$ cat src/rtl/alu_pkg.sv
// rtl/alu_pkg.sv - shared ALU width and result record
package alu_pkg;

  localparam int ALU_WIDTH = 18;

  typedef struct packed {
    logic                 ovf;
    logic                 zero;
    logic [ALU_WIDTH-1:0] data;
  } alu_result_t;

endpackage

$ cat src/rtl/sat_counter.sv
// rtl/sat_counter.sv - saturating event counter with synchronous clear
module sat_counter #(
  parameter int W = 16
) (
  input  logic         clk,
  input  logic         rst_n,
  input  logic         clr,
  input  logic         inc,
  output logic [W-1:0] q
);

  // clear wins over a same-cycle increment; the count holds at all-ones
  always_ff @(posedge clk or negedge rst_n) begin
    if (!rst_n)
      q <= '0;
    else if (clr)
      q <= '0;
    else if (inc && (q != {W{1'b1}}))
      q <= q + 1'b1;
  end

endmodule

$ cat src/rtl/alu_result_fifo.sv
// rtl/alu_result_fifo.sv - ALU result capture FIFO with drop and flag statistics
module alu_result_fifo
  import alu_pkg::*;
#(
  parameter int WIDTH = ALU_WIDTH,
  parameter int DEPTH = 8,
  parameter int CNT_W = 16
) (
  input  logic                     clk,
  input  logic                     rst_n,
  input  logic                     in_valid,
  input  logic [WIDTH-1:0]         in_data,
  input  logic                     in_ovf,
  input  logic                     in_zero,
  output logic                     in_ready,
  output logic                     out_valid,
  input  logic                     out_ready,
  output logic [WIDTH-1:0]         out_data,
  output logic                     out_ovf,
  output logic                     out_zero,
  output logic [$clog2(DEPTH):0]   count,
  output logic [CNT_W-1:0]         ovf_count,
  output logic [CNT_W-1:0]         zero_count,
  output logic [CNT_W-1:0]         drop_count,
  output logic                     sticky_ovf,
  input  logic                     clear_stats
);

  localparam int AW = $clog2(DEPTH);

  // entry layout matches alu_result_t: {ovf, zero, data}
  logic [WIDTH+1:0] mem [DEPTH];
  logic [AW:0]      wr_ptr;
  logic [AW:0]      rd_ptr;
  logic             full;
  logic             empty;
  logic             push;
  logic             pop;
  logic             drop;
  logic [WIDTH+1:0] head;

  assign full  = (wr_ptr[AW] != rd_ptr[AW]) && (wr_ptr[AW-1:0] == rd_ptr[AW-1:0]);
  assign empty = (wr_ptr == rd_ptr);

  assign in_ready  = !full;
  assign out_valid = !empty;
  assign push      = in_valid && !full;
  assign pop       = out_ready && !empty;
  assign drop      = in_valid && full;
  assign count     = wr_ptr - rd_ptr;

  assign head     = mem[rd_ptr[AW-1:0]];
  assign out_ovf  = head[WIDTH+1];
  assign out_zero = head[WIDTH];
  assign out_data = head[WIDTH-1:0];

  always_ff @(posedge clk) begin
    if (push)
      mem[wr_ptr[AW-1:0]] <= {in_ovf, in_zero, in_data};
  end

  always_ff @(posedge clk or negedge rst_n) begin
    if (!rst_n) begin
      wr_ptr <= '0;
      rd_ptr <= '0;
    end else begin
      if (push)
        wr_ptr <= wr_ptr + 1'b1;
      if (pop)
        rd_ptr <= rd_ptr + 1'b1;
    end
  end

  // a new overflow must not be lost to a concurrent clear
  always_ff @(posedge clk or negedge rst_n) begin
    if (!rst_n)
      sticky_ovf <= 1'b0;
    else if (push && in_ovf)
      sticky_ovf <= 1'b1;
    else if (clear_stats)
      sticky_ovf <= 1'b0;
  end

  sat_counter #(.W(CNT_W)) u_ovf_cnt (
    .clk   (clk),
    .rst_n (rst_n),
    .clr   (clear_stats),
    .inc   (push && in_ovf),
    .q     (ovf_count)
  );

  sat_counter #(.W(CNT_W)) u_zero_cnt (
    .clk   (clk),
    .rst_n (rst_n),
    .clr   (clear_stats),
    .inc   (push && in_zero),
    .q     (zero_count)
  );

  sat_counter #(.W(CNT_W)) u_drop_cnt (
    .clk   (clk),
    .rst_n (rst_n),
    .clr   (clear_stats),
    .inc   (drop),
    .q     (drop_count)
  );

endmodule

$ cat config.mk
export PLATFORM = sky130hd
export DESIGN_NAME = alu_result_fifo
export DESIGN_NICKNAME = d
export VERILOG_FILES = /design/src/rtl/alu_pkg.sv /design/src/rtl/sat_counter.sv /design/src/rtl/alu_result_fifo.sv
export SDC_FILE = /design/constraint.sdc
export NUM_CORES = 1
export LEC_CHECK = 0
export ABC_CLOCK_PERIOD_IN_PS = 3700
export BUFFER_PORTS_ARGS = -buffer_cell sky130_fd_sc_hd__buf_2
export CORE_MARGIN = 2
export CORE_UTILIZATION = 35
export DETAILED_ROUTE_END_ITERATION = 7
export HOLD_SLACK_MARGIN = 0.03
export SLEW_MARGIN = 25
export SYNTH_ARGS = -nofsm -noshare
export SYNTH_HDL_FRONTEND = slang
export SYNTH_SLANG_ARGS = --single-unit
$ cat constraint.sdc
create_clock -name clk -period 3.7 [get_ports clk]
set_clock_uncertainty 0.05 [all_clocks]
set_input_delay 0.37 -clock clk [delete_from_list [all_inputs] [get_ports clk]]
set_output_delay 0.37 -clock clk [all_outputs]
set_load 0.01 [all_outputs]
Word-level counts from Yosys, hierarchy flattened
Memory sizes are Yosys's and may differ from the RTL's.
Index checks and enable logic that the tools add are counted.
Word-level totals
  input port bits: 25
  output and inout bits: 75
  bits in registers: 57
  word-level logic and storage cells: 44
  memories: 1
  memory bits (writable): 160
Operators by class
  multiplexer cells: 10
  add/sub/neg operators: 6
  reductions and logical operators: 15
  equality and inequality tests: 6
Memory list
  mem: depth 8, width 20, rd ports 1, clocked after memory_dff 0, write ports 1, RTL line alu_result_fifo.sv:32  | logic [WIDTH+1:0] mem [DEPTH];
Operators by type and width (count)
  16-bit two-way mux: 6
  16-bit by 1-bit adder with 16-bit output, second input constant: 3
  16-bit != test, second input constant: 3
  1-bit logical AND: 9
  4-bit by 1-bit adder with 4-bit output, second input constant: 2
  2-bit nonzero test: 4
  4-bit equality test: 1
  1-bit two-way mux: 4
  4-bit subtractor: 1
  3-bit equality test: 1
  1-bit logical NOT: 2
  1-bit != test: 1

Logic depth before layout (Yosys ltp)
  depth in word-level cells: 8
  gate-level depth with buffers: 10
  gate-level depth less buffers: 7

By module
From an unflattened synthesis, not the netlist that was laid out.
Second synthesis, totals
  cells, all modules: 632
  area total of the unflattened synthesis: 9511.6 µm²
By module, submodules not included
  alu_result_fifo: instances 1, seq. area each 5029.8 µm², area an instance 6685.2 µm², cells an instance 338
  sat_counter: instances 3, seq. area each 400.4 µm², area an instance 942.2 µm², cells an instance 98

Worst setup path after synthesis
OpenSTA, ideal clock, no wires.
  path kind: register to register
  from: register rd_ptr[1]
  to: memory mem[0][0] (netlist bit) (enable)
  clock period less this slack: 3.848 ns
  arrival time: 3.376 ns
  setup time: 0.422 ns
  cell stages (with the launch flop): 10
  slack: -0.148 ns
  data required time: 3.228 ns
  path buffers: 3
  cells stage by stage: dfrtp_1 clkbuf_1 clkbuf_1 inv_1 ha_1 and3_1 clkbuf_1 nand2_1 nand3_1 nor3_1
On the way
  word-level cells in the longest chain between the ends: 6
RTL lines
  start, declared: RTL line alu_result_fifo.sv:34  | logic [AW:0] rd_ptr;
  start signal, assigned: RTL line alu_result_fifo.sv:70  | rd_ptr <= rd_ptr + 1'b1;
  3-bit equality test: RTL line alu_result_fifo.sv:42  | assign full = (wr_ptr[AW] != rd_ptr[AW]) && (wr_ptr[AW-1:0] == rd_ptr[AW-1:0]);
  1-bit logical AND: RTL line alu_result_fifo.sv:42
  1-bit logical NOT
  net in_ready: RTL line alu_result_fifo.sv:15  | output logic in_ready,
  1-bit logical AND: RTL line alu_result_fifo.sv:47  | assign push = in_valid && !full;
  1-bit two-way mux: RTL line alu_result_fifo.sv:58  | if (push)
  1-bit two-way mux (not written as such): RTL line alu_result_fifo.sv:59  | mem[wr_ptr[AW-1:0]] <= {in_ovf, in_zero, in_data};
  end, declared: RTL line alu_result_fifo.sv:32
The timed path passes the listed nets, and every way through them passes these cells.

Worst setup path after layout
  from: register rd_ptr[0]
  to: output port out_ovf
On the way
  word-level cells in the longest chain between the ends: 1
RTL lines
  memory read 8 x 20 bit
  end, declared: RTL line alu_result_fifo.sv:19  | output logic out_ovf,
No other way between the ends.

==> results.cfg <==
[global_routing]
grt_pass1_wl_mm = 31.2
grt_pass1_vias = 5505
grt_use_total_pct = 14.2
grt_max_degree = 52
grt-ovfl-total = 0
antenna_found_initial = 1

[placed_design]
hpwlAfterDp_mm = 12.0
io_buffers = 99
place_area_sq_um = 10100
place_ws_ps = 962
place_congestion = 0.757

[synth]
synthXorXnorAreaFrac_pct = 4.21
synth_area_sq_um = 9140
synth_simple_gate_area_share_pct = 11.9
synth_ff_type = edfxtp_1
synth_compound_area_share_pct = 2.74
yosys_warnings = 0
synth_cell_types = 43
synth_largest_area_cell = edfxtp_1
synth-seq-cells = 217
synth_fp_nets = 647
netlist.area_leader.share_pct = 52.5
synth_mux_area_share_pct = 10.2
synthAdderAreaFrac_pct = 1.31
synth_cells = 613
yosys-top-cells-area = edfxtp_1 53%, dfrtp_1 16%, mux4_2 9.9%
synth_edf_count = 160
synth_top_family_by_area = simple AND/OR/NAND/NOR gates
syn_avg_cell_area_sq_um = 14.9
ys_seq_area_share_pct = 68.1
async_flop_share_pct = 26.3

[sta]
slew_headroom_pct = 33.0
drv_slew = 0
worst_slack_ps = 760
post-route-period-util_pct = 79.5
fin_crit_ps = 2940
rsz0062_at_grt = false
worst_slew_pin_slew_ps = 996
setup_violations = 0
timing.fmax_mhz = 340
tns_ps = 0
hold_viol = 0

[floorplanning]
die_x_um = 166
rows = 59
die_h_um = 166
core_area_sq_um = 25800
dieArea_sq_um = 27400
initial_core_util_pct = 35.4
io_pins = 100

[clock_tree]
cts-root-buf = clkbuf_16
postCtsSetupRepairBufs = 0
cts_tree = done
numCtsBuffers = 24
htreeDepth = 1
hold_buffers = 1
cts_resized = 0
clk_path_buf_depth = 3
clkTransAtPathRegs_ps = 70
clk_latency_ps = 520
cts.sinks = 217

[route]
wl_mm = 19.4
wire_per_inst_um = 17.9
drt_iter0_drc = 428
ant_nets = 0
num_vias = 5384
drc = 0
via_per_inst = 4.97
dr.pass1.iters = 6

[worst_setup_path]
critPathSlowestCell = buf_4
cpPeakStageDelay_ps = 670
path_cells = buf_4, mux4_2, nand2_1, nand2_1, buf_2
end_kind = output pin
worstPathArrival_ps = 2520
cp_max_fo = 43
cpMostUsedCell = nand2_1
required_ps = 3280
worstSetupPathType = reg2out
startpoint_type = flop

[layout]
area_growth_pct = 18.9
drive_gt1_share_pct = 28.1
nets = 764
register_area_sq_um = 6230
finalInstanceArea_sq_um = 10900
multi_input_area_sq_um = 2820
post-route-util_pct = 42.1
fill_cells = 2376
antenna_cells = 0

[pwr]
finalPower_mw = 7.62
leakagePower_nw = 4.06
powerDensity_nw_per_um2 = 700
ir_drop_v = 0.000377

[job]
max_cap_violations = 0

[worst_hold_path]
worstHoldPathType = in2reg

[outcome]
run_status = finished, final reports clean
placed cells by master (no fill, tap or decap), types with 3 or more instances in the layout:
cell / Yosys / layout
edfxtp_1: 160 / 160
buf_2: 5 / 99
nand2_1: 84 / 84
dfrtp_1: 57 / 55
nor2_1: 52 / 46
mux4_2: 40 / 40
xnor2_1: 29 / 29
clkbuf_16: 0 / 24
nand3_1: 23 / 23
xor2_1: 15 / 15
buf_4: 0 / 15
nand4_1: 13 / 13
nor3_1: 13 / 11
nor4_1: 10 / 10
inv_1: 9 / 9
a21oi_1: 9 / 9
o21ai_0: 9 / 9
ha_1: 8 / 8
and4_1: 7 / 7
nor2_2: 0 / 6
and3_1: 5 / 5
clkinv_2: 0 / 5
nor3b_1: 4 / 4
o211ai_1: 4 / 4
clkinv_1: 0 / 4
mux2_2: 3 / 3
a311oi_1: 3 / 3
a31oi_1: 3 / 3
and2_1: 3 / 3
clkinvlp_4: 0 / 3
clkbuf_1: 19 / 3
registers in the layout, indices dropped and copies added (netlist names):
signal / count
wr_ptr: 4
sticky_ovf: 1
mem: 160
u_drop_cnt.q: 16
u_zero_cnt.q: 16
rd_ptr: 4
u_ovf_cnt.q: 16
power breakdown:
part | internal (mW) | switching [mW]
registers | 2.97 | 0.122
logic | 0.957 | 1.34
clock network | 1.28 | 0.958
final cells by class:
cell class / instances / area share (%)
timing repair buffer: 115 / 5.68
sequential: 217 / 57.3
multi-input combinational: 363 / 25.9
clock inverter: 17 / 1.27
clock buffer: 27 / 5.63
inverter: 9 / 0.311
tap: 335 / 3.85
cell families (layout without fill, tap and decap cells):
group	count (synthesis)	count (layout)
buffers and inverters	33	168
multiplexers	43	43
adder cells (fa/ha/maj)	9	9
flip-flops	217	217
AO/OA/AOI/OAI	38	38
XOR/XNOR	44	44
AND/OR/NAND/NOR	229	229
metrics by stage:
step,instances,hold slack (ps)
3_5_place_dp,1038,416
4_1_cts,1083,57.3
3_3_place_gp,1038,411
6_report,1083,67.1
2_1_floorplan,613,24.4
5_1_grt,1083,69.8
worst max-delay path, delay by kind of cell, from the launching register on:
family	cells	cell delay [ps]
mux	1	600
flops	1	360
simple gates	2	190
buf+inv	2	830
metal layers:
| metal | part of all wire (%) | vias to the layer above | global-route usage (%) |
|---|---|---|---|
| met4 | 1.3 | 2 | 2.80 |
| met1 | 45 | 2675 | 19.9 |
| met3 | 6.6 | 23 | 3.49 |
| met5 | 0.057 | - | 0 |
| met2 | 47 | 129 | 22.7 |
| li1 | - | 2555 | - |
cells in the mapped netlist, types with 2 or more instances:
cell / number
nor4_1: 10
inv_1: 9
a31oi_1: 3
nand2b_1: 2
nand2_1: 84
nor4b_1: 2
mux2_2: 3
and3_1: 5
xor2_1: 15
edfxtp_1: 160
a311oi_1: 3
nor2_1: 52
o21ai_0: 9
or3_1: 2
nand4_1: 13
nand3_1: 23
a21oi_1: 9
mux4_2: 40
a211oi_1: 2
nor3_1: 13
or2_2: 2
o211ai_1: 4
buf_2: 5
a41oi_1: 2
nor2b_1: 2
a21boi_0: 2
clkbuf_1: 19
dfrtp_1: 57
nor3b_1: 4
ha_1: 8
and2_1: 3
and4_1: 7
xnor2_1: 29
path summary, 6_finish.rpt:
path                                  from         endpoint  slack, ps  cells after the start
worst min register to register   rd_ptr[3]        rd_ptr[3]        480                      1
max in group asynchronous            rst_n        rd_ptr[0]       2340                      3
worst min-delay path            in_data[3]        mem[1][3]         70                      1
worst max register to register   wr_ptr[2]       mem[3][19]        980                      6
worst max-delay path             rd_ptr[0]          out_ovf        760                      5
min in group asynchronous            rst_n  u_drop_cnt.q[6]        390                      2
Note: power is estimated with default switching activity, not from simulation.
